**config.mk**
```make
export PLATFORM = sky130hd
export DESIGN_NAME = cpu_run_ctrl
export DESIGN_NICKNAME = d
export VERILOG_FILES = /design/src/rtl/cpu_run_ctrl_pkg.sv /design/src/rtl/stream_hold_reg.sv /design/src/rtl/cpu_run_ctrl.sv
export SDC_FILE = /design/constraint.sdc
export NUM_CORES = 1
export LEC_CHECK = 0
export CAP_MARGIN = 25
export CORE_MARGIN = 2
export CORE_UTILIZATION = 39
export CTS_CLUSTER_SIZE = 20
export DETAILED_ROUTE_END_ITERATION = 10
export PLACE_DENSITY = 0.79
export SLEW_MARGIN = 20
export SYNTH_ARGS = -nofsm -noshare
export SYNTH_HDL_FRONTEND = slang
export SYNTH_SLANG_ARGS = --single-unit
```
**constraint.sdc**
```tcl
create_clock -name clk_i -period 3.5 [get_ports clk_i]
set_input_delay 0.7 -clock clk_i [delete_from_list [all_inputs] [get_ports clk_i]]
set_output_delay 0.7 -clock clk_i [all_outputs]
set_load 0.005 [all_outputs]
```
**src/rtl/cpu_run_ctrl_pkg.sv**
```systemverilog
// cpu_run_ctrl_pkg: shared sizes, FSM state encoding and word-to-byte address helper
package cpu_run_ctrl_pkg;
  localparam int IMEM_DEPTH = 512;
  localparam int DMEM_DEPTH = 1024;
  localparam int LEN_W = 11;
  localparam int CNT_W = 32;
  typedef enum logic [2:0] {S_IDLE, S_LOAD, S_REL, S_RUN, S_RD, S_WAIT, S_OUT, S_FIN} state_e;
  function automatic logic [31:0] word2byte(input logic [LEN_W-1:0] idx);
    return 32'({idx, 2'b00});
  endfunction
endpackage

```
**src/rtl/stream_hold_reg.sv**
```systemverilog
// stream_hold_reg: valid/ready output register, data held until the consumer takes it
module stream_hold_reg #(
  parameter int W = 32
) (
  input  logic         clk_i,
  input  logic         arst_i,
  input  logic         load_i,
  input  logic         clr_i,
  input  logic [W-1:0] data_i,
  output logic         valid_o,
  output logic [W-1:0] data_o
);
  logic         valid_q;
  logic [W-1:0] data_q;
  always_ff @(posedge clk_i or posedge arst_i)
    if (arst_i) begin
      valid_q <= 1'b0;
      data_q  <= '0;
    end else begin
      valid_q <= load_i | (valid_q & ~clr_i);
      if (load_i) data_q <= data_i;
    end
  assign valid_o = valid_q;
  assign data_o  = data_q;
endmodule

```
**src/rtl/cpu_run_ctrl.sv**
```systemverilog
// cpu_run_ctrl: host sequencer that loads IMEM, runs the cpu for a counted time and dumps DMEM
module cpu_run_ctrl
  import cpu_run_ctrl_pkg::*;
(
  input  logic             clk_i,
  input  logic             arst_i,
  input  logic             start_i,
  input  logic [LEN_W-1:0] prog_len_i,
  input  logic [CNT_W-1:0] run_cycles_i,
  input  logic [LEN_W-1:0] dump_len_i,
  input  logic             ld_valid_i,
  output logic             ld_ready_o,
  input  logic [31:0]      ld_data_i,
  output logic             dp_valid_o,
  input  logic             dp_ready_i,
  output logic [31:0]      dp_data_o,
  output logic             busy_o,
  output logic             done_o,
  output logic             cpu_arst_n_o,
  output logic             cpu_enable_o,
  output logic [31:0]      imem_addr_o,
  output logic             imem_wen_o,
  output logic             imem_ren_o,
  output logic [31:0]      imem_wdata_o,
  output logic [31:0]      dmem_addr_o,
  output logic             dmem_wen_o,
  output logic             dmem_ren_o,
  output logic [31:0]      dmem_wdata_o,
  input  logic [31:0]      dmem_rdata_i
);
  state_e           state_q, state_d;
  logic [LEN_W-1:0] prog_q, prog_d, dump_q, dump_d, cnt_q, cnt_d;
  logic [CNT_W-1:0] run_q, run_d;
  logic             ld_xfer, dp_xfer, last_ld, last_dp;
  assign ld_xfer = state_q == S_LOAD && ld_valid_i;
  assign dp_xfer = state_q == S_OUT && dp_valid_o && dp_ready_i;
  assign last_ld = cnt_q == prog_q - LEN_W'(1);
  assign last_dp = cnt_q == dump_q - LEN_W'(1);
  always_comb begin
    state_d = state_q;
    prog_d  = prog_q;
    dump_d  = dump_q;
    run_d   = run_q;
    cnt_d   = cnt_q;
    case (state_q)
      S_IDLE: if (start_i) begin
        prog_d  = prog_len_i > LEN_W'(IMEM_DEPTH) ? LEN_W'(IMEM_DEPTH) : prog_len_i;
        dump_d  = dump_len_i > LEN_W'(DMEM_DEPTH) ? LEN_W'(DMEM_DEPTH) : dump_len_i;
        run_d   = run_cycles_i;
        cnt_d   = '0;
        state_d = prog_len_i != '0 ? S_LOAD : S_REL;
      end
      // the word counter is reused for the dump, so it restarts when loading ends
      S_LOAD: if (ld_xfer) begin
        cnt_d   = last_ld ? '0 : cnt_q + LEN_W'(1);
        state_d = last_ld ? S_REL : S_LOAD;
      end
      S_REL: state_d = run_q != '0 ? S_RUN : dump_q != '0 ? S_RD : S_FIN;
      S_RUN: begin
        run_d = run_q - CNT_W'(1);
        if (run_q == CNT_W'(1)) state_d = dump_q != '0 ? S_RD : S_FIN;
      end
      S_RD:   state_d = S_WAIT;
      S_WAIT: state_d = S_OUT;
      S_OUT: if (dp_xfer) begin
        cnt_d   = cnt_q + LEN_W'(1);
        state_d = last_dp ? S_FIN : S_RD;
      end
      S_FIN:   state_d = S_IDLE;
      default: state_d = S_IDLE;
    endcase
  end
  always_ff @(posedge clk_i or posedge arst_i)
    if (arst_i) begin
      state_q <= S_IDLE;
      prog_q  <= '0;
      dump_q  <= '0;
      run_q   <= '0;
      cnt_q   <= '0;
    end else begin
      state_q <= state_d;
      prog_q  <= prog_d;
      dump_q  <= dump_d;
      run_q   <= run_d;
      cnt_q   <= cnt_d;
    end
  stream_hold_reg #(.W(32)) u_hold (
    .clk_i  (clk_i),
    .arst_i (arst_i),
    .load_i (state_q == S_WAIT),
    .clr_i  (dp_xfer),
    .data_i (dmem_rdata_i),
    .valid_o(dp_valid_o),
    .data_o (dp_data_o)
  );
  assign busy_o       = state_q != S_IDLE;
  assign done_o       = state_q == S_FIN;
  assign cpu_arst_n_o = !(state_q == S_IDLE || state_q == S_LOAD);
  assign cpu_enable_o = state_q == S_RUN;
  assign ld_ready_o   = state_q == S_LOAD;
  assign imem_wen_o   = ld_xfer;
  assign imem_ren_o   = 1'b0;
  assign imem_addr_o  = ld_xfer ? word2byte(cnt_q) : '0;
  assign imem_wdata_o = ld_xfer ? ld_data_i : '0;
  assign dmem_ren_o   = state_q == S_RD;
  assign dmem_wen_o   = 1'b0;
  assign dmem_addr_o  = dmem_ren_o ? word2byte(cnt_q) : '0;
  assign dmem_wdata_o = '0;
endmodule

```
==> results.yml <==
run_status:
  status: "complete, no violations"
timing:
  setup_viol: 0
  slew_violations: 0
  hold_viol: 0
  min_period_ns: 3.16
  rsz0062_at_grt: "no"
  tns_ns: 0
  fin_skew_ns: 0.0101
  layout_worst_path_cycle_share_pct: 90.4
  tightestPinTransition_ns: 0.962
  slew_headroom_pct: 35.5
  clock.fmax_mhz: 316
clock_network:
  h-tree-depth: 3
  cts_root_buf: "clkbuf_16"
  cts_setup_buffers: 0
  clk_latency_ns: 0.35
  cts_resized: 0
  cts_sinks: 101
  numCtsBuffers: 9
  hold_buffers: 0
  cts_tree: "yes"
  clk_pin_slew_ns: 0.07
  clk_path_buf_depth: 2
routing:
  wl_per_cell_um: 15.1
  wl_met3_um: 1210
  drt_wl_total_um: 17500
  met2_length_um: 8830
  wl_met1_um: 7170
  viasPerCell: 5.05
  dr.max_layer_used: "met4"
  drtIter0Drc: 406
  num_vias: 5832
  dr.pass1.iters: 5
  drcViolationCount: 0
  ant_nets: 0
synth:
  ys_top_cells_by_count: "101 x dfrtp_1, 76 x buf_4, 76 x nand2_1, 58 x and2_1, 39 x nor2_1"
  ys_seq_elements: 101
  yosysTopAreaCellShare_pct: 38.9
  syn_area_per_cell_sq_um: 8.93
  yosysWarnings: 0
  postSynthCellCount: 727
  synthFlopType: "dfrtp_1"
  synth-seq-area-share_pct: 38.9
  syn_area_sq_um: 6490
  synth_edf_count: 0
  yosysTopAreaCell: "dfrtp_1"
  synth.area.top_cells: "dfrtp_1 39%, buf_4 8.8%, and2_1 5.6%, mux2_2 5.6%, nand2_1 4.4%"
  synth.distinct_cells: 64
  async_flop_share_pct: 100
  yosysMostFrequentCell: "dfrtp_1"
worst_setup_path:
  end_kind: "output port"
  required_ns: 2.80
  critPathKind: "flip-flop to output port"
  startpoint_type: "flip-flop"
  cp_max_fo: 15
  cp.arrival_ns: 2.46
die:
  rows: 47
  io_pins: 293
  dieArea_sq_um: 17700
  die_w_um: 133
  initial_core_util_pct: 39.6
  die_y_um: 133
  core_area_sq_um: 16400
global_routing:
  grt_max_degree: 53
  grt_pass1_wl_um: 27700
  grt-ovfl-total: 0
  antenna_found_initial: 1
  gr-usage-all-layers_pct: 19.4
  grt_pass1_vias: 5421
layout:
  fillers: 1416
  final_nets: 1057
  area_growth_pct: 37.8
  drive_gt1_share_pct: 8.47
  postLayoutCellArea_sq_um: 8940
  multi_input_area_sq_um: 3460
  final-seq-area_sq_um: 2530
hold_path:
  hp-class: "flip-flop to flip-flop"
job:
  max_cap_viol_count: 0
power_and_ir_drop:
  power.leakage_nw: 3.73
  p_per_area_nw_per_um2: 644
  ir_drop_uv: 425
placement:
  placement.io_buffers: 216
  placedInstanceArea_sq_um: 8630
  dp_hpwl_um: 13300
  routabilityCongestion: 0.852
## placed cells by master (no fill, tap or decap), types with 5 or more instances in the layout
cell and count:
clkdlybuf4s50_1 216, dfrtp_1 101, nand2_1 76, conb_1 76, and2_1 58, nor2_1 39, o21ai_0 35, mux2_2 32
nand3_1 25, nor3_1 22, xnor2_1 20, o211ai_1 18, a21oi_1 16, inv_1 15, nand2b_1 13, nor4_1 11
buf_4 11, or3_1 10, clkbuf_16 9, nand3b_1 8, xor2_1 8, and3_1 6, a22o_1 6, ha_1 6
or4_1 5, nand4_1 5, o31ai_1 5, o311ai_0 5, or2_2 5
## worst paths after layout
check | from | end | slack [ns] | depth (start not counted)
min in group asynchronous | arst_i | u_hold.data_o[27] | 0.70 | 2
max in group asynchronous | arst_i | cnt_q[7] | 2.16 | 3
setup / recovery | state_q[0] | cpu_enable_o | 0.34 | 4
hold reg to reg | run_q[31] | run_q[31] | 0.49 | 1
setup reg to reg | prog_q[0] | cnt_q[7] | 0.46 | 9
hold / removal | run_q[31] | run_q[31] | 0.49 | 1
## power by group
group	total (mW)	internal [mW]	switching (mW)
registers	1.98	1.51	0.468
clock network	1.06	0.589	0.472
logic	2.72	1.31	1.40
total	5.76	3.41	2.35
## critical path, stage by stage (launching register included)
cell and delay, ns:
dfrtp_1 0.62, inv_1 0.22, or2_2 0.35, inv_1 0.33
clkdlybuf4s50_1 0.59
## per-stage QoR
step	setup slack [ns]	total power, mW	instances	hold slack [ns]	utilization (%)
final	0.337	5.76	1154	0.489	54.5
after global routing	0.223	6.20	1153	0.515	54.5
after CTS	0.361	5.78	1153	0.486	54.5
after detailed placement	0.231	4.69	1137	0.477	52.6
after global placement	0.317	4.61	1137	0.469	52.6
after floorplan	0.153	3.81	802	0.449	-
## cells by family (layout without fill, tap and decap cells)
group / after synthesis / after routing / share of synthesized area, %
buf+inv: 131 / 262 / 12.2
compound gates: 122 / 122 / 12.9
simple gates: 304 / 304 / 25.1
flops: 101 / 101 / 38.9
fa+ha+maj: 6 / 6 / 1.16
xor+xnor: 28 / 28 / 3.78
other cells: 1 / 77 / 0.0578
mux: 34 / 34 / 5.86
## final cells by class
cell class	instances	area share [%]
multi-input combinational	570	38.6
sequential	101	28.3
timing repair buffer	230	25.8
tap	220	3.08
clock buffer	10	2.67
clock inverter	6	0.853
inverter	16	0.699
antenna	1	0.0280
## state kept, by name, summed over array words and instances (netlist names)
| name | flops |
|---|---|
| run_q | 32 |
| u_hold.data_o | 32 |
| cnt_q | 11 |
| dump_q | 11 |
| prog_q | 11 |
| state_q | 3 |
| u_hold.valid_o | 1 |
## routing by layer
layer,global-route usage [%],up-vias
met5,0,-
met4,5.20,0
met3,4.79,18
met2,34.2,237
met1,23.8,2774
li1,-,2803
Note: power is estimated with default switching activity, not from simulation.
